## src/rtl/victim_write_buffer.sv

```systemverilog
// Single-entry victim write buffer between the L1 data cache and the memory arbiter.
// Holds one evicted dirty line, drains it when idle and serves reads that hit it.
module victim_write_buffer (
    input  logic         clk,
    input  logic         reset_n,
    input  logic [31:0]  c_address_i,
    input  logic [255:0] c_line_i,
    input  logic         c_read_i,
    input  logic         c_write_i,
    output logic [255:0] c_line_o,
    output logic         c_resp_o,
    output logic [31:0]  a_address_o,
    output logic [255:0] a_line_o,
    output logic         a_read_o,
    output logic         a_write_o,
    input  logic [255:0] a_line_i,
    input  logic         a_resp_i,
    output logic         empty_o
);

    typedef enum logic [2:0] {
        StIdle,
        StWbAck,
        StHitAck,
        StRdMem,
        StRdAck,
        StDrain
    } state_e;

    state_e        state_q, state_d;
    logic          buf_valid_q, buf_valid_d;
    logic [26:0]   buf_tag_q, buf_tag_d;
    logic [255:0]  buf_line_q, buf_line_d;
    logic [255:0]  ret_line_q, ret_line_d;
    logic          resp_q, resp_d;
    logic          hit;

    assign hit = buf_valid_q && (c_address_i[31:5] == buf_tag_q);

    always_comb begin
        state_d     = state_q;
        buf_valid_d = buf_valid_q;
        buf_tag_d   = buf_tag_q;
        buf_line_d  = buf_line_q;
        ret_line_d  = ret_line_q;
        a_read_o    = 1'b0;
        a_write_o   = 1'b0;
        a_address_o = 32'h0;

        case (state_q)
            StIdle: begin
                // Write wins over read; a missing write waits behind a drain.
                if (c_write_i) begin
                    if (!buf_valid_q || hit) begin
                        buf_valid_d = 1'b1;
                        buf_tag_d   = c_address_i[31:5];
                        buf_line_d  = c_line_i;
                        state_d     = StWbAck;
                    end else begin
                        state_d = StDrain;
                    end
                end else if (c_read_i) begin
                    if (hit) begin
                        ret_line_d = buf_line_q;
                        state_d    = StHitAck;
                    end else begin
                        state_d = StRdMem;
                    end
                end else if (buf_valid_q) begin
                    state_d = StDrain;
                end
            end
            StWbAck, StHitAck, StRdAck: state_d = StIdle;
            StRdMem: begin
                a_read_o    = 1'b1;
                a_address_o = {c_address_i[31:5], 5'b0};
                if (a_resp_i) begin
                    ret_line_d = a_line_i;
                    state_d    = StRdAck;
                end
            end
            StDrain: begin
                a_write_o   = 1'b1;
                a_address_o = {buf_tag_q, 5'b0};
                if (a_resp_i) begin
                    buf_valid_d = 1'b0;
                    state_d     = StIdle;
                end
            end
            default: state_d = StIdle;
        endcase

        resp_d = (state_d == StWbAck) || (state_d == StHitAck) || (state_d == StRdAck);
    end

    always_ff @(posedge clk or posedge reset_n) begin
        if (reset_n) begin
            state_q     <= StIdle;
            buf_valid_q <= 1'b0;
            buf_tag_q   <= 27'h0;
            buf_line_q  <= 256'h0;
            ret_line_q  <= 256'h0;
            resp_q      <= 1'b0;
        end else begin
            state_q     <= state_d;
            buf_valid_q <= buf_valid_d;
            buf_tag_q   <= buf_tag_d;
            buf_line_q  <= buf_line_d;
            ret_line_q  <= ret_line_d;
            resp_q      <= resp_d;
        end
    end

    assign c_line_o = ret_line_q;
    assign c_resp_o = resp_q;
    assign a_line_o = buf_line_q;
    assign empty_o  = !buf_valid_q;

endmodule

```

## config.mk

```make
export PLATFORM = sky130hd
export DESIGN_NAME = victim_write_buffer
export DESIGN_NICKNAME = d
export VERILOG_FILES = /design/src/rtl/victim_write_buffer.sv
export SDC_FILE = /design/constraint.sdc
export NUM_CORES = 1
export LEC_CHECK = 0
export CAP_MARGIN = 20
export CORE_AREA = 2 2 432 434
export CTS_BUF_LIST = sky130_fd_sc_hd__clkbuf_8
export CTS_CLUSTER_SIZE = 28
export DETAILED_ROUTE_END_ITERATION = 6
export DIE_AREA = 0 0 434 436
export PLACE_DENSITY = 0.49
export SYNTH_ARGS = -nofsm -noshare
export SYNTH_HDL_FRONTEND = slang
export SYNTH_SLANG_ARGS = --single-unit
```

## constraint.sdc

```tcl
create_clock -name clk -period 42.9 [get_ports clk]
set_clock_uncertainty 0.1 [all_clocks]
set_input_delay 8.58 -clock clk [delete_from_list [all_inputs] [get_ports clk]]
set_output_delay 8.58 -clock clk [all_outputs]
set_load 0.01 [all_outputs]
```

After elaboration in Yosys (flattened, before gate mapping)
Cells that the tools add are included.
Widths: inputs -> output; s select.
{"block": "totals", "input_bits": 549, "ff_bits": 544, "out_inout_bits": 548, "elab_cells": 50}
{"block": "classes", "n_reduce_logical": 11, "n_eq_ne": 13, "muxes": 20}
{"operator": "$mux 256", "n": 4}
{"operator": "$pmux 256 s2", "n": 1}
{"operator": "$pmux 32 s2", "n": 1}
{"operator": "$eq 27x27->1", "n": 1}
{"operator": "$mux 3", "n": 6}
{"operator": "$ne 2x2->1 const B", "n": 7}
{"operator": "$pmux 3 s3", "n": 1}
{"operator": "$eq 3x2->1 const B", "n": 2}
{"operator": "$eq 3x3->1 const B", "n": 2}
{"operator": "$mux 1", "n": 6}
{"operator": "$reduce_and 5->1", "n": 1}
{"operator": "$reduce_and 4->1", "n": 1}
{"operator": "$reduce_bool 2->1", "n": 2}
{"operator": "$eq 3x1->1 const B", "n": 1}
{"operator": "$logic_not 3->1", "n": 1}
{"operator": "$logic_or 1x1->1", "n": 3}
{"operator": "$reduce_and 3->1", "n": 1}
{"operator": "$pmux 1 s2", "n": 1}
{"operator": "$logic_and 1x1->1", "n": 1}
{"operator": "$logic_not 1->1", "n": 1}

Logic depth before layout (Yosys ltp)
Gate-level depths: netlist of run 1.
{"block": "depth", "word_depth": 9, "mapped_depth": 9}

Worst setup path before layout of run 1
Ideal clock, no wire load.
{"block": "synth_timing", "path_type": "input to output", "from": "input port c_address_i[10]", "to": "output port a_address_o[10]", "path_slack_ns": 25.418, "required_time_ns": 34.220, "arrival_time_ns": 8.802, "cell_stages": 1, "n_path_buf": 0, "path_cell_list": "a22o_1"}
{"block": "synth_via", "elab_chain_cells": 1}
{"element": "start: declaration", "line_no": "6", "rtl": "input logic [31:0] c_address_i,"}
{"element": "$pmux 32 s2", "line_no": "50", "rtl": "case (state_q)"}
{"element": "end: declaration", "line_no": "12", "rtl": "output logic [31:0] a_address_o,"}
No other way between the ends.

Final worst setup path of run 1
{"block": "layout_timing", "from": "input port c_address_i[5]", "to": "output port a_address_o[5]"}
The elaborated chain is that of the path after synthesis.

==> results.py, run 1 <==
metrics = {
    "timing": {
        "post-route-period-util_pct": 43.7,
        "rsz0062_at_grt": "false",
        "max-slew-margin-rel_pct": 6.56,
        "finalMaxSlewViolations": 0,
        "holdWs_ns": 0.451,
        "tns_ns": 0,
        "worstMarginPinSlew_ns": 1.40,
        "setup_viol": 0,
        "max_freq_ghz": 0.0533,
        "min_period_ns": 18.75,
        "hold_viol_final": 0,
    },
    "setup_path": {
        "cp_cell_sequence": "clkdlybuf4s50_1, a22o_1, clkdlybuf4s50_1",
        "worstPathArrival_ns": 10.07,
        "cp_slowest_stage_delay_ns": 0.70,
        "cp_max_fo": 3,
        "cp.required_ns": 34.22,
        "end_kind": "output pin",
        "cp-start-kind": "input pin",
        "crit_slowest_cell": "clkdlybuf4s50_1",
        "path_common_cell": "clkdlybuf4s50_1",
        "crit_type": "in -> out",
    },
    "global_route": {
        "grt_overflow": 0,
        "grt_max_degree": 160,
        "use_met3_pct": 4.68,
        "grt.busiest_layer": "met2",
        "grt_pass1_wl_um": 270000,
        "met2_usage_pct": 31.3,
        "antenna_found_initial": 46,
        "grt_pass1_vias": 36000,
        "grt_util_all_layers_pct": 19.0,
        "use_met1_pct": 23.3,
    },
    "cts": {
        "cts_tree": "done",
        "ctsHoldBuffers": 0,
        "cts_made_buffers": 115,
        "htree_num_levels": 3,
        "postCtsSetupRepairBufs": 0,
        "worst_skew_pair.late_latency_ns": 0.88,
        "root_buffer": "clkbuf_8",
        "clk_path_buf_depth": 3,
        "clk_pin_slew_ns": 0.06,
        "clock-sinks": 544,
        "cts_resized": 0,
    },
    "cells_and_area": {
        "final_common_cell": "clkdlybuf4s50_1",
        "drive_gt1_share_pct": 5.27,
        "final_cell_mix": "clkdlybuf4s50_1, nand3_1, nand2_1, dfrtp_1, o22ai_1",
        "multiInputGateArea_um2": 16600,
        "syn_to_final_growth_pct": 46.9,
        "fillers": 20200,
        "nets": 5381,
        "final-seq-area_um2": 13600,
    },
    "yosys": {
        "synth-main-ff-cell": "dfrtp_1",
        "syn-cell-area_um2": 32300,
        "ys_seq_area_share_pct": 42.1,
        "ys_warn_count": 0,
        "ys_ff_latch": 544,
        "synth_area_per_cell_um2": 7.96,
        "synthCells": 4057,
        "synthArstFlopShare_pct": 100,
        "synth_cell_types": 37,
        "synth_edf_count": 0,
    },
    "route": {
        "drtPass1Iterations": 5,
        "drtIter0Drc": 3019,
        "route.detailed.drc": 0,
        "dr_total_vias": 36900,
        "wire_per_inst_um": 25.3,
        "avgViaCountPerCell": 4.97,
        "finalWirelength_um": 188000,
        "antenna_left": 0,
    },
    "die": {
        "start_util_pct": 17.5,
        "design.die.area_um2": 189000,
        "rows": 158,
        "io_pins": 1097,
        "die_h_um": 436,
        "core_um2": 185000,
        "die_w_um": 434,
    },
    "placement": {
        "portBuffers": 1086,
        "dp_hpwl_um": 120000,
        "routabilityCongestion": 0.868,
    },
    "power": {
        "power_density_nw_per_um2": 58.9,
        "ir_drop_uv": 43.9,
        "combPwrFrac_pct": 49.3,
        "leakage_nw": 17.8,
        "switchingPower_mw": 1.22,
        "pwr-share-seq_pct": 29.0,
        "p_clk_share_pct": 21.7,
        "swShare_pct": 43.6,
        "cell_internal_pwr_mw": 1.58,
    },
    "outcome": {
        "run_status": "completed",
    },
    "hold_path": {
        "hold_path_class": "reg -> reg",
    },
    "run": {
        "cap_violations": 0,
    },
}
==> critical path, delay by kind of cell <==
family	cells	cell delay, ns
buffers and inverters	2	1.24
AO/OA/AOI/OAI	1	0.25
==> path summary, 6_finish.rpt <==
check / depth (start not counted) / endpoint / slack [ns] / start
worst max-delay path: 3 / a_address_o[5] / 24.15 / c_address_i[5]
worst min-delay path: 2 / a_line_o[157] / 0.45 / a_line_o[157]
worst max register to register: 8 / c_line_o[106] / 38.03 / state_q[0]
worst min register to register: 2 / a_line_o[157] / 0.45 / a_line_o[157]
max in group asynchronous: 6 / a_line_o[122] / 30.80 / reset_n
min in group asynchronous: 2 / a_line_o[214] / 8.08 / reset_n
==> cells in the mapped netlist, types with 27 or more instances <==
library cell,number,share of area [%]
nand3_1,1025,16
nand2_1,828,9.6
dfrtp_1,544,42
clkbuf_1,338,3.9
o22ai_1,283,5.5
and3_1,257,5.0
o211ai_1,257,6.0
nor4b_1,256,6.9
buf_2,110,1.7
buf_1,33,0.38
a22o_1,27,0.73
xor2_1,27,0.73
==> routing by layer <==
metal | vias to the layer above | wire length, um | share of wire, %
met3 | 281 | 14100 | 7.5
met4 | 14 | 7370 | 3.9
met1 | 18700 | 74500 | 40
met5 | - | 80 | 0.043
li1 | 16400 | - | -
met2 | 1535 | 91800 | 49
==> power groups by stage <==
stage,clock network [mW],logic (mW),registers (mW)
floorplan,0,0.740,0.800
global placement,0,1.38,0.817
detailed placement,0,1.39,0.818
CTS,0.628,1.39,0.812
global route,0.647,1.50,0.829
finish,0.608,1.38,0.811
==> sequential cells by signal, summed over array words and instances (netlist names) <==
signal	count
buf_tag_q	27
c_line_o	256
buf_valid_q	1
c_resp_o	1
a_line_o	256
state_q	3
==> cell type report <==
cell class,count,share of cell area (%)
inverter,3,0.0396
antenna,38,0.200
multi-input combinational,3007,35.0
tap,2480,6.54
timing repair buffer,1161,24.4
clock inverter,51,0.757
sequential,544,28.7
clock buffer,148,4.29
==> kinds of logic after synthesis <==
logic type	Yosys count	synth area share, %
DFF	544	42.1
AOI/OAI and AO/OA	581	12.5
and+or+nand+nor	2394	38.0
buffers and inverters	510	6.67
other	1	0.0116
xor gates and xnor gates	27	0.732
==> per-stage QoR <==
| step | instances | total power [mW] | worst slack [ns] | cell area [um2] | util, % |
|---|---|---|---|---|---|
| floorplan | 4061 | 1.54 | 19.01 | 32300 | - |
| global placement | 7192 | 2.19 | 24.08 | 44900 | 24.3 |
| detailed placement | 7193 | 2.20 | 24.09 | 44900 | 24.3 |
| CTS | 7392 | 2.83 | 24.07 | 47300 | 25.6 |
| global route | 7427 | 2.98 | 24.08 | 47400 | 25.7 |
| finish | 7432 | 2.80 | 24.15 | 47400 | 25.7 |
No activity file was read; power rests on OpenSTA's default activity.
==> inputs of run 2 (changes only) <==
==> constraint.sdc (replaced) <==
create_clock -name clk -period 18.24 [get_ports clk]
set_clock_uncertainty 0.1 [all_clocks]
set_input_delay 3.648 -clock clk [delete_from_list [all_inputs] [get_ports clk]]
set_output_delay 3.648 -clock clk [all_outputs]
set_load 0.01 [all_outputs]
==> run 2 against run 1 <==
Compared with the run above:
- cell count barely moved
- worst setup slack got worse by 15 ns
- combinational power is 140% higher
- routed wire length fell by 0.40%
- sequential cell count unchanged
- sequential share of layout area up 0.088 points
- clock power is 120% higher
- global-route usage shrank 0.064 points
- final area decreased by 0.31%
- critical endpoint is now a_address_o[7]
- largest cell class unchanged
- largest power group unchanged
- highest routed layer unchanged
==> results.py, run 2 (synthesis gave the netlist of run 1 again) <==
metrics = {
    "cts": {
        "root_buffer": "clkbuf_8",
        "htree_num_levels": 3,
        "clk_pin_slew_ns": 0.06,
        "cts_tree": "done",
        "cts_made_buffers": 112,
        "worst_skew_pair.late_latency_ns": 0.87,
        "ctsHoldBuffers": 0,
        "clock-sinks": 544,
        "cts_resized": 0,
        "postCtsSetupRepairBufs": 0,
        "clk_path_buf_depth": 3,
    },
    "timing": {
        "tns_ns": 0,
        "rsz0062_at_grt": "false",
        "setup_viol": 0,
        "finalMaxSlewViolations": 0,
        "holdWs_ns": 0.450,
        "worstMarginPinSlew_ns": 1.48,
        "hold_viol_final": 0,
        "max-slew-margin-rel_pct": 1.32,
        "post-route-period-util_pct": 48.3,
        "max_freq_ghz": 0.113,
        "min_period_ns": 8.82,
    },
    "setup_path": {
        "end_kind": "output pin",
        "cp.required_ns": 14.49,
        "crit_slowest_cell": "clkdlybuf4s50_1",
        "path_common_cell": "clkdlybuf4s50_1",
        "cp_cell_sequence": "clkdlybuf4s50_1, a22o_1, clkdlybuf4s50_1",
        "worstPathArrival_ns": 5.07,
        "cp_max_fo": 3,
        "cp_slowest_stage_delay_ns": 0.59,
        "crit_type": "in -> out",
        "cp-start-kind": "input pin",
    },
    "route": {
        "dr_total_vias": 36900,
        "route.detailed.drc": 0,
        "avgViaCountPerCell": 4.96,
        "drtPass1Iterations": 6,
        "wire_per_inst_um": 25.2,
        "finalWirelength_um": 187000,
        "antenna_left": 0,
        "drtIter0Drc": 3278,
    },
    "die": {
        "start_util_pct": 17.5,
        "core_um2": 185000,
        "design.die.area_um2": 189000,
        "io_pins": 1097,
        "rows": 158,
        "die_w_um": 434,
        "die_h_um": 436,
    },
    "cells_and_area": {
        "fillers": 20200,
        "syn_to_final_growth_pct": 46.4,
        "nets": 5382,
        "final_cell_mix": "clkdlybuf4s50_1, nand3_1, nand2_1, dfrtp_1, o22ai_1",
        "utilization_pct": 25.6,
        "final_common_cell": "clkdlybuf4s50_1",
        "drive_gt1_share_pct": 5.19,
    },
    "global_route": {
        "grt_max_degree": 156,
        "grt_util_all_layers_pct": 18.9,
        "grt_overflow": 0,
        "antenna_found_initial": 43,
        "grt_pass1_vias": 36200,
        "grt_pass1_wl_um": 269000,
    },
    "run": {
        "cap_violations": 0,
    },
    "power": {
        "leakage_nw": 17.8,
        "cell_internal_pwr_mw": 3.62,
        "ir_drop_uv": 104,
        "combPwrFrac_pct": 50.3,
        "pwr-share-seq_pct": 29.1,
        "p_clk_share_pct": 20.6,
        "swShare_pct": 44.1,
        "switchingPower_mw": 2.86,
        "power_density_nw_per_um2": 137,
    },
    "placement": {
        "routabilityCongestion": 0.855,
        "portBuffers": 1086,
        "dp_hpwl_um": 121000,
    },
    "hold_path": {
        "hold_path_class": "reg -> reg",
    },
    "outcome": {
        "run_status": "completed",
    },
}
run 2: cell count changes in the layout (fill, tap and decap cells not counted), sizes merged:
cell | previous run | this run
clkinv | 11 | 7
buf | 76 | 80
bufinv | 4 | 1
clkbuf | 148 | 138
inv | 37 | 51
clkinvlp | 2 | 3
diode | 38 | 40
run 2: layout make-up:
class	instances	area, um2	share of cell area (%)
Multi-Input combinational cell	3007	16700	35.2
Sequential cell	544	13600	28.8
Timing Repair Buffer	1165	11600	24.5
Tap cell	2480	3100	6.56
Clock buffer	138	1900	4.02
Clock inverter	59	307	0.648
Antenna cell	40	100	0.212
Inverter	3	15.0	0.0317
run 2: power by group through the flow:
stage / Clock, mW / Sequential (mW) / Combinational, mW
floorplan: 0 / 1.88 / 1.74
global placement: 0 / 1.90 / 3.25
detailed placement: 0 / 1.90 / 3.27
CTS: 1.38 / 1.89 / 3.29
global route: 1.43 / 1.93 / 3.55
finish: 1.34 / 1.89 / 3.26
run 2: critical path: cells and delay by family:
family	cells	cell delay, ns
buf+inv	2	1.13
compound gates	1	0.29
run 2: through the flow:
step	cells	setup slack [ns]	instance area [um2]	total power, mW
after floorplan	4061	7.09	32300	3.62
after global placement	7197	9.44	44900	5.15
after detailed placement	7197	9.43	44900	5.18
after CTS	7394	9.42	47200	6.56
after global routing	7429	9.42	47300	6.91
final	7436	9.42	47300	6.48
run 2: worst paths after layout:
path,startpoint,slack [ns],end,cells after the start
worst max-delay path,c_address_i[7],9.42,a_address_o[7],3
worst min register to register,a_line_o[218],0.45,a_line_o[218],2
worst max register to register,state_q[1],12.94,a_line_o[143],8
worst min-delay path,a_line_o[218],0.45,a_line_o[218],2
min in group asynchronous,reset_n,3.28,a_line_o[187],3
max in group asynchronous,reset_n,11.63,a_line_o[72],6
run 2: per-layer routing:
metal,vias to the layer above,wire [um],GRT usage (%),part of all wire (%)
met5,-,87,0,0.047
met4,14,8320,8.80,4.5
met3,302,13600,4.33,7.3
met2,1521,91800,31.5,49
met1,18700,73200,22.9,39
li1,16400,-,-,-
